===== config.mk =====
export PLATFORM = sky130hd
export DESIGN_NAME = wb_burst_master
export DESIGN_NICKNAME = d
export VERILOG_FILES = /design/src/rtl/wb_defs.sv /design/src/rtl/wbm_timeout_ctr.sv /design/src/rtl/wb_burst_master.sv
export SDC_FILE = /design/constraint.sdc
export NUM_CORES = 1
export LEC_CHECK = 0
export CAP_MARGIN = 20
export CORE_ASPECT_RATIO = 1.75
export CORE_MARGIN = 2
export CORE_UTILIZATION = 39
export DETAILED_ROUTE_END_ITERATION = 6
export HOLD_SLACK_MARGIN = 0.06
export PLACE_DENSITY = 0.89
export RECOVER_POWER = 50
export SYNTH_ARGS = -nofsm -noshare
export SYNTH_HDL_FRONTEND = slang
export SYNTH_SLANG_ARGS = --single-unit

===== constraint.sdc =====
create_clock -name clk_i -period 1.75 [get_ports clk_i]
set_clock_uncertainty 0.15 [all_clocks]
set_input_delay 0.35 -clock clk_i [delete_from_list [all_inputs] [get_ports clk_i]]
set_output_delay 0.35 -clock clk_i [all_outputs]
set_load 0.01 [all_outputs]

===== src/rtl/wb_defs.sv =====
// Shared Wishbone definitions: bus widths, FSM encoding and the registered bus payload.
package wb_defs;

    localparam int unsigned WB_DAT_W      = 32;
    localparam int unsigned WB_ADR_W      = 32;
    localparam int unsigned WB_SEL_W      = 4;
    localparam int unsigned WB_WORD_BYTES = 4;

    typedef enum logic {
        ST_IDLE = 1'b0,
        ST_BUS  = 1'b1
    } wbm_state_e;

    typedef struct packed {
        logic                cyc;
        logic                stb;
        logic                we;
        logic                tga;
        logic [WB_SEL_W-1:0] sel;
        logic [WB_ADR_W-1:0] adr;
        logic [WB_DAT_W-1:0] dat;
    } wb_bus_t;

endpackage


===== src/rtl/wbm_timeout_ctr.sv =====
// Per-beat ack timeout counter. Only built when WBM_TIMEOUT_EN is defined.
`ifdef WBM_TIMEOUT_EN
module wbm_timeout_ctr #(
    parameter int unsigned LIMIT = 255
) (
    input  logic clk_i,
    input  logic rst_i,
    input  logic clr_i,
    input  logic en_i,
    output logic expired_c
);

    localparam int unsigned CNT_W = (LIMIT > 1) ? $clog2(LIMIT) : 1;

    logic [CNT_W-1:0] cnt_q;
    logic [CNT_W-1:0] cnt_d;

    // Expires during the LIMIT-th consecutive enabled cycle without a clear.
    assign expired_c = (cnt_q == CNT_W'(LIMIT - 1));

    // Next count: clear wins, saturate at the expiry value.
    always_comb begin
        cnt_d = cnt_q;
        if (clr_i) begin
            cnt_d = '0;
        end else if (en_i && !expired_c) begin
            cnt_d = cnt_q + CNT_W'(1);
        end
    end

    // Count register.
    always_ff @(posedge clk_i or negedge rst_i) begin
        if (!rst_i) begin
            cnt_q <= '0;
        end else begin
            cnt_q <= cnt_d;
        end
    end

endmodule
`endif


===== src/rtl/wb_burst_master.sv =====
// Wishbone classic burst initiator: one command (1..2**MAX_LEN_W beats) at a time,
// one rsp_valid_o pulse per completed beat. WBM_TIMEOUT_EN adds a per-beat ack timeout.
module wb_burst_master
    import wb_defs::*;
#(
    parameter int unsigned MAX_LEN_W   = 4,
    parameter int unsigned TIMEOUT_CYC = 255
) (
    input  logic                 clk_i,
    input  logic                 rst_i,
    input  logic                 req_i,
    output logic                 req_ready_o,
    input  logic                 req_we_i,
    input  logic [WB_ADR_W-1:0]  req_adr_i,
    input  logic [WB_DAT_W-1:0]  req_dat_i,
    input  logic [WB_SEL_W-1:0]  req_sel_i,
    input  logic                 req_tga_i,
    input  logic [MAX_LEN_W-1:0] req_len_i,
    output logic                 rsp_valid_o,
    output logic [WB_DAT_W-1:0]  rsp_dat_o,
    output logic                 rsp_last_o,
    output logic                 rsp_err_o,
    output logic [WB_ADR_W-1:0]  wb_adr_o,
    output logic [WB_DAT_W-1:0]  wb_dat_o,
    input  logic [WB_DAT_W-1:0]  wb_dat_i,
    output logic                 wb_we_o,
    output logic                 wb_stb_o,
    output logic                 wb_cyc_o,
    output logic                 wb_tga_o,
    output logic [WB_SEL_W-1:0]  wb_sel_o,
    input  logic                 wb_ack_i
);

    localparam logic [WB_ADR_W-1:0] ADR_MASK = ~WB_ADR_W'(WB_WORD_BYTES - 1);
    localparam logic [WB_ADR_W-1:0] ADR_STEP = WB_ADR_W'(WB_WORD_BYTES);

    if (TIMEOUT_CYC == 0) begin : g_bad_timeout
        $error("TIMEOUT_CYC must be nonzero");
    end

    wbm_state_e           state_q, state_d;
    wb_bus_t              bus_q, bus_d;
    logic [MAX_LEN_W-1:0] len_q, len_d;
    logic [MAX_LEN_W-1:0] beat_q, beat_d;
    logic                 ready_q, ready_d;
    logic                 rsp_valid_q, rsp_valid_d;
    logic                 rsp_last_q, rsp_last_d;
    logic                 rsp_err_q, rsp_err_d;
    logic [WB_DAT_W-1:0]  rsp_dat_q, rsp_dat_d;
    logic                 accept_c;
    logic                 tmo_c;

    assign accept_c = (state_q == ST_IDLE) && req_i && ready_q;

`ifdef WBM_TIMEOUT_EN
    logic tmo_clr_c;
    logic tmo_en_c;
    logic tmo_expired_c;

    // Restart the window on every ack and whenever the bus is idle.
    assign tmo_clr_c = (state_q != ST_BUS) || wb_ack_i;
    assign tmo_en_c  = (state_q == ST_BUS);
    assign tmo_c     = (state_q == ST_BUS) && tmo_expired_c;

    wbm_timeout_ctr #(
        .LIMIT (TIMEOUT_CYC)
    ) u_timeout (
        .clk_i     (clk_i),
        .rst_i     (rst_i),
        .clr_i     (tmo_clr_c),
        .en_i      (tmo_en_c),
        .expired_c (tmo_expired_c)
    );
`else
    assign tmo_c = 1'b0;
`endif

    // Next-state and registered-output logic; ack has priority over timeout.
    always_comb begin
        state_d     = state_q;
        bus_d       = bus_q;
        len_d       = len_q;
        beat_d      = beat_q;
        ready_d     = ready_q;
        rsp_valid_d = 1'b0;
        rsp_last_d  = 1'b0;
        rsp_err_d   = 1'b0;
        rsp_dat_d   = rsp_dat_q;

        case (state_q)
            ST_IDLE: begin
                ready_d = 1'b1;
                if (accept_c) begin
                    bus_d.cyc = 1'b1;
                    bus_d.stb = 1'b1;
                    bus_d.we  = req_we_i;
                    bus_d.tga = req_tga_i;
                    bus_d.sel = req_sel_i;
                    bus_d.adr = req_adr_i & ADR_MASK;
                    bus_d.dat = req_dat_i;
                    len_d     = req_len_i;
                    beat_d    = '0;
                    ready_d   = 1'b0;
                    state_d   = ST_BUS;
                end
            end
            ST_BUS: begin
                ready_d = 1'b0;
                if (wb_ack_i) begin
                    rsp_valid_d = 1'b1;
                    if (!bus_q.we) begin
                        rsp_dat_d = wb_dat_i;
                    end
                    if (beat_q == len_q) begin
                        rsp_last_d = 1'b1;
                        bus_d.cyc  = 1'b0;
                        bus_d.stb  = 1'b0;
                        ready_d    = 1'b1;
                        state_d    = ST_IDLE;
                    end else begin
                        beat_d    = beat_q + MAX_LEN_W'(1);
                        bus_d.adr = bus_q.adr + ADR_STEP;
                        bus_d.dat = req_dat_i;
                    end
                end else if (tmo_c) begin
                    rsp_valid_d = 1'b1;
                    rsp_last_d  = 1'b1;
                    rsp_err_d   = 1'b1;
                    bus_d.cyc   = 1'b0;
                    bus_d.stb   = 1'b0;
                    ready_d     = 1'b1;
                    state_d     = ST_IDLE;
                end
            end
            default: begin
                state_d = ST_IDLE;
            end
        endcase
    end

    // State and output registers; reset releases the bus immediately.
    always_ff @(posedge clk_i or negedge rst_i) begin
        if (!rst_i) begin
            state_q     <= ST_IDLE;
            bus_q       <= '0;
            len_q       <= '0;
            beat_q      <= '0;
            ready_q     <= 1'b0;
            rsp_valid_q <= 1'b0;
            rsp_last_q  <= 1'b0;
            rsp_err_q   <= 1'b0;
            rsp_dat_q   <= '0;
        end else begin
            state_q     <= state_d;
            bus_q       <= bus_d;
            len_q       <= len_d;
            beat_q      <= beat_d;
            ready_q     <= ready_d;
            rsp_valid_q <= rsp_valid_d;
            rsp_last_q  <= rsp_last_d;
            rsp_err_q   <= rsp_err_d;
            rsp_dat_q   <= rsp_dat_d;
        end
    end

    assign req_ready_o = ready_q;
    assign rsp_valid_o = rsp_valid_q;
    assign rsp_last_o  = rsp_last_q;
    assign rsp_err_o   = rsp_err_q;
    assign rsp_dat_o   = rsp_dat_q;
    assign wb_cyc_o    = bus_q.cyc;
    assign wb_stb_o    = bus_q.stb;
    assign wb_we_o     = bus_q.we;
    assign wb_tga_o    = bus_q.tga;
    assign wb_sel_o    = bus_q.sel;
    assign wb_adr_o    = bus_q.adr;
    assign wb_dat_o    = bus_q.dat;

endmodule


==> impl_metrics.toml <==
[drt]
highest_layer = "met4"
ant_nets = 0
vias_per_cell = 5.57
drtIter0Drc = 533
vias = 5642
drcViolationCount = 0
drt-total-wl_mm = 20.6
wl_met2_mm = 10.8
met3_length_mm = 1.35
wl_met1_mm = 7.34
first_pass_iters = 6
avgRoutedWirePerCell_um = 20.4

[die]
dieArea_um2 = 14000
ios = 218
fp-row-count = 55
start_util = 0.395
die_h_um = 155
coreArea_um2 = 12900
die_w_um = 90.3

[cts]
cts_buffers = 17
h-tree-depth = 4
cts_root_buf = "clkbuf_16"
insertion_delay_ps = 420
path_clk_slew_ps = 60
cts.path.max_buffers = 2
cts_num_sinks = 113
cts_tree = "yes"

[critical_path]
worstPathArrival_ps = 2210
cp_max_fo = 8
path_cells = "xnor2_2, a41oi_2, buf_4, nor2_4, buf_12, buf_6, a21o_1, a221o_1"
worst_setup_path_start_kind = "flip-flop"
r2r_cells = 8
end_kind = "flip-flop"
r2r_start = "len_q[0]"
cp.required_ps = 1890
slowest_delay_ps = 410
r2r-end = "wb_adr_o[10]"
reg2reg_slack_ps = -320
cp_slowest_cell = "dfrtp_1"
path_class = "reg2reg"

[sta]
final-setup-viol-count = 67
period_minus_slack_ps = 2070
hold_viol = 0
max_freq_ghz = 0.484
fin_ws_ps = -316
rsz0062_at_grt = "yes"
tightest_slew_ps = 605
period_share = 1.18
drv_slew = 0
slew_headroom = 0.596

[cells_and_area]
syn_to_final_growth_pct = 81.6
finish.instance_area_um2 = 9240
nFillCells = 878
layout-drive-gt1-share = 0.330
fin_nets = 941
diodes = 0

[synth]
ys_async_sr_fraction = 1.00
syn_inst = 510
ys.warnings.count = 0
synth_top_flop_cell = "dfrtp_1"
synth_edf_count = 0
avgSynthCellArea_um2 = 9.98
ys_seq_elements = 113
synth_cell_type_count = 53
synth.cell_area_um2 = 5090
seq_area_frac_synth = 0.556

[grt]
grt.overflow.total = 0
grt_use_total = 0.277
first_global_vias = 5697
antenna_found_initial = 0
grt_pass1_wl_mm = 30.5
grt_max_degree = 63

[placement]
hpwl_mm = 12.4
post_dp_cell_area_um2 = 7970
io_buffer_count = 212
gp_congestion = 0.846

[power]
power.total_w = 0.0173
p_leak_nw = 4.38
power_density_nw_per_um2 = 1870
ir_drop_mv = 0.943

[hold_path]
hold_class = "reg2reg"
whs_endpoint = "wb_dat_o[15]"
hp-start = "wb_dat_o[15]"
hold_path_depth = 2

[flow_run]
max-cap-violations = 0

[run_status]
status = "finished with violations"
failed_checks = "setup timing"
-- power breakdown --
| group | total, W | leakage [nW] | switching (W) | internal, W |
|---|---|---|---|---|
| Clock | 0.00355 | 0.289 | 0.00127 | 0.00227 |
| Combinational | 0.00900 | 2.73 | 0.00447 | 0.00453 |
| Sequential | 0.00475 | 1.36 | 0.000856 | 0.00389 |
-- worst max-delay path: cells and delay by family (launching register included) --
kind	cells	cell delay, ps
compound gates	3	710
buf+inv	3	440
flops	1	410
xor+xnor	1	180
simple gates	1	50
-- area by class of cell --
| cell class | count | area, µm² | share of cell area |
|---|---|---|---|
| Clock buffer | 19 | 443 | 0.0479 |
| Inverter | 9 | 33.8 | 0.00366 |
| Timing Repair Buffer | 331 | 3050 | 0.330 |
| Tap cell | 171 | 214 | 0.0231 |
| Clock inverter | 13 | 163 | 0.0176 |
| Multi-Input combinational cell | 357 | 2490 | 0.270 |
| Sequential cell | 113 | 2840 | 0.307 |
-- registers in the layout (all words and copies together) (netlist names) --
register and count:
beat_q 4, rsp_valid_o 1, len_q 4, wb_sel_o 4
wb_cyc_o 1, wb_adr_o 30, wb_dat_o 32, req_ready_o 1
rsp_last_o 1, wb_we_o 1, state_q 1, wb_tga_o 1
rsp_dat_o 32
-- cells in the mapped netlist (3+ instances only) --
cell / number / share of area
a21o_1: 10 / 0.015
a21oi_1: 16 / 0.016
a221o_1: 9 / 0.018
a31oi_1: 3 / 0.0037
a32oi_1: 3 / 0.0052
and3_1: 9 / 0.011
and4_1: 3 / 0.0052
buf_1: 5 / 0.0037
buf_2: 14 / 0.014
buf_4: 4 / 0.0059
clkbuf_1: 8 / 0.0059
dfrtp_1: 113 / 0.56
inv_1: 9 / 0.0066
mux2_2: 32 / 0.071
nand2_1: 158 / 0.12
nand3_1: 12 / 0.012
nand4_1: 12 / 0.015
nor2_1: 13 / 0.0096
nor3_1: 8 / 0.0079
nor4_1: 3 / 0.0037
o211ai_1: 3 / 0.0044
o21ai_0: 15 / 0.015
o311ai_0: 4 / 0.0069
xnor2_1: 4 / 0.0069
-- repair_timing --
item / 4_1_cts / 5_1_grt
pin swaps: 24 / 30
cloned: 2 / 1
endpoints found under the setup margin: 172 / 102
setup buffers: 24 / 16
gates resized for setup: 193 / 73
hold endpoints to repair: 113 / 0
hold buffers: 1 / 0
-- metal layers --
layer  global-route usage  up-vias
met5                    0        -
met4                0.163        0
met3               0.0625      102
met2                0.489      376
met1                0.303     2746
li1                     -     2418
-- cells in the final DEF, fill, tap and decap left out, drive strengths merged, types with 10 or more instances in the layout --
cell           synthesis  routed
nand2                159     159
buf                   23     120
dfrtp                113     113
clkdlybuf4s50          0     106
dlygate4sd2            0      84
mux2                  32      32
clkbuf                10      30
o21ai                 17      17
a21oi                 16      16
nor2                  14      14
nand4                 13      13
nand3                 12      12
a21o                  10      10
-- how the worst max path moves through the flow --
stage / from / endpoint / slack (ps) / cells past startpoint
after floorplan: wb_adr_o[12] / wb_adr_o[29] / -110 / 5
after global placement: wb_ack_i / wb_dat_o[22] / -420 / 8
after detailed placement: wb_ack_i / wb_dat_o[25] / -480 / 8
after CTS: beat_q[3] / wb_adr_o[18] / -220 / 8
after global routing: beat_q[3] / wb_adr_o[13] / -340 / 8
final: len_q[0] / wb_adr_o[10] / -320 / 8
-- through the flow --
stage          hold slack [ps]  setup slack (ps)  setup TNS (ps)   util  std cells
4_1_cts                    156              -219           -4970  0.699        999
3_3_place_gp              48.7              -421          -35530  0.619        940
3_5_place_dp              49.3              -477          -39550  0.619        940
5_1_grt                    317              -343          -16210  0.718       1013
2_1_floorplan            -95.6              -110            -756      -        512
6_report                   306              -316          -12410  0.718       1013
-- kinds of logic after synthesis --
kind of cell,Yosys count,share of synthesized area
buffers and inverters,42,0.0379
muxes,33,0.0728
DFF,113,0.556
xor gates and xnor gates,6,0.0103
AOI/OAI and AO/OA,80,0.110
adders and majority gates,2,0.00492
other,1,0.000737
and+or+nand+nor,233,0.207
No activity file was read; power rests on OpenSTA's default activity.
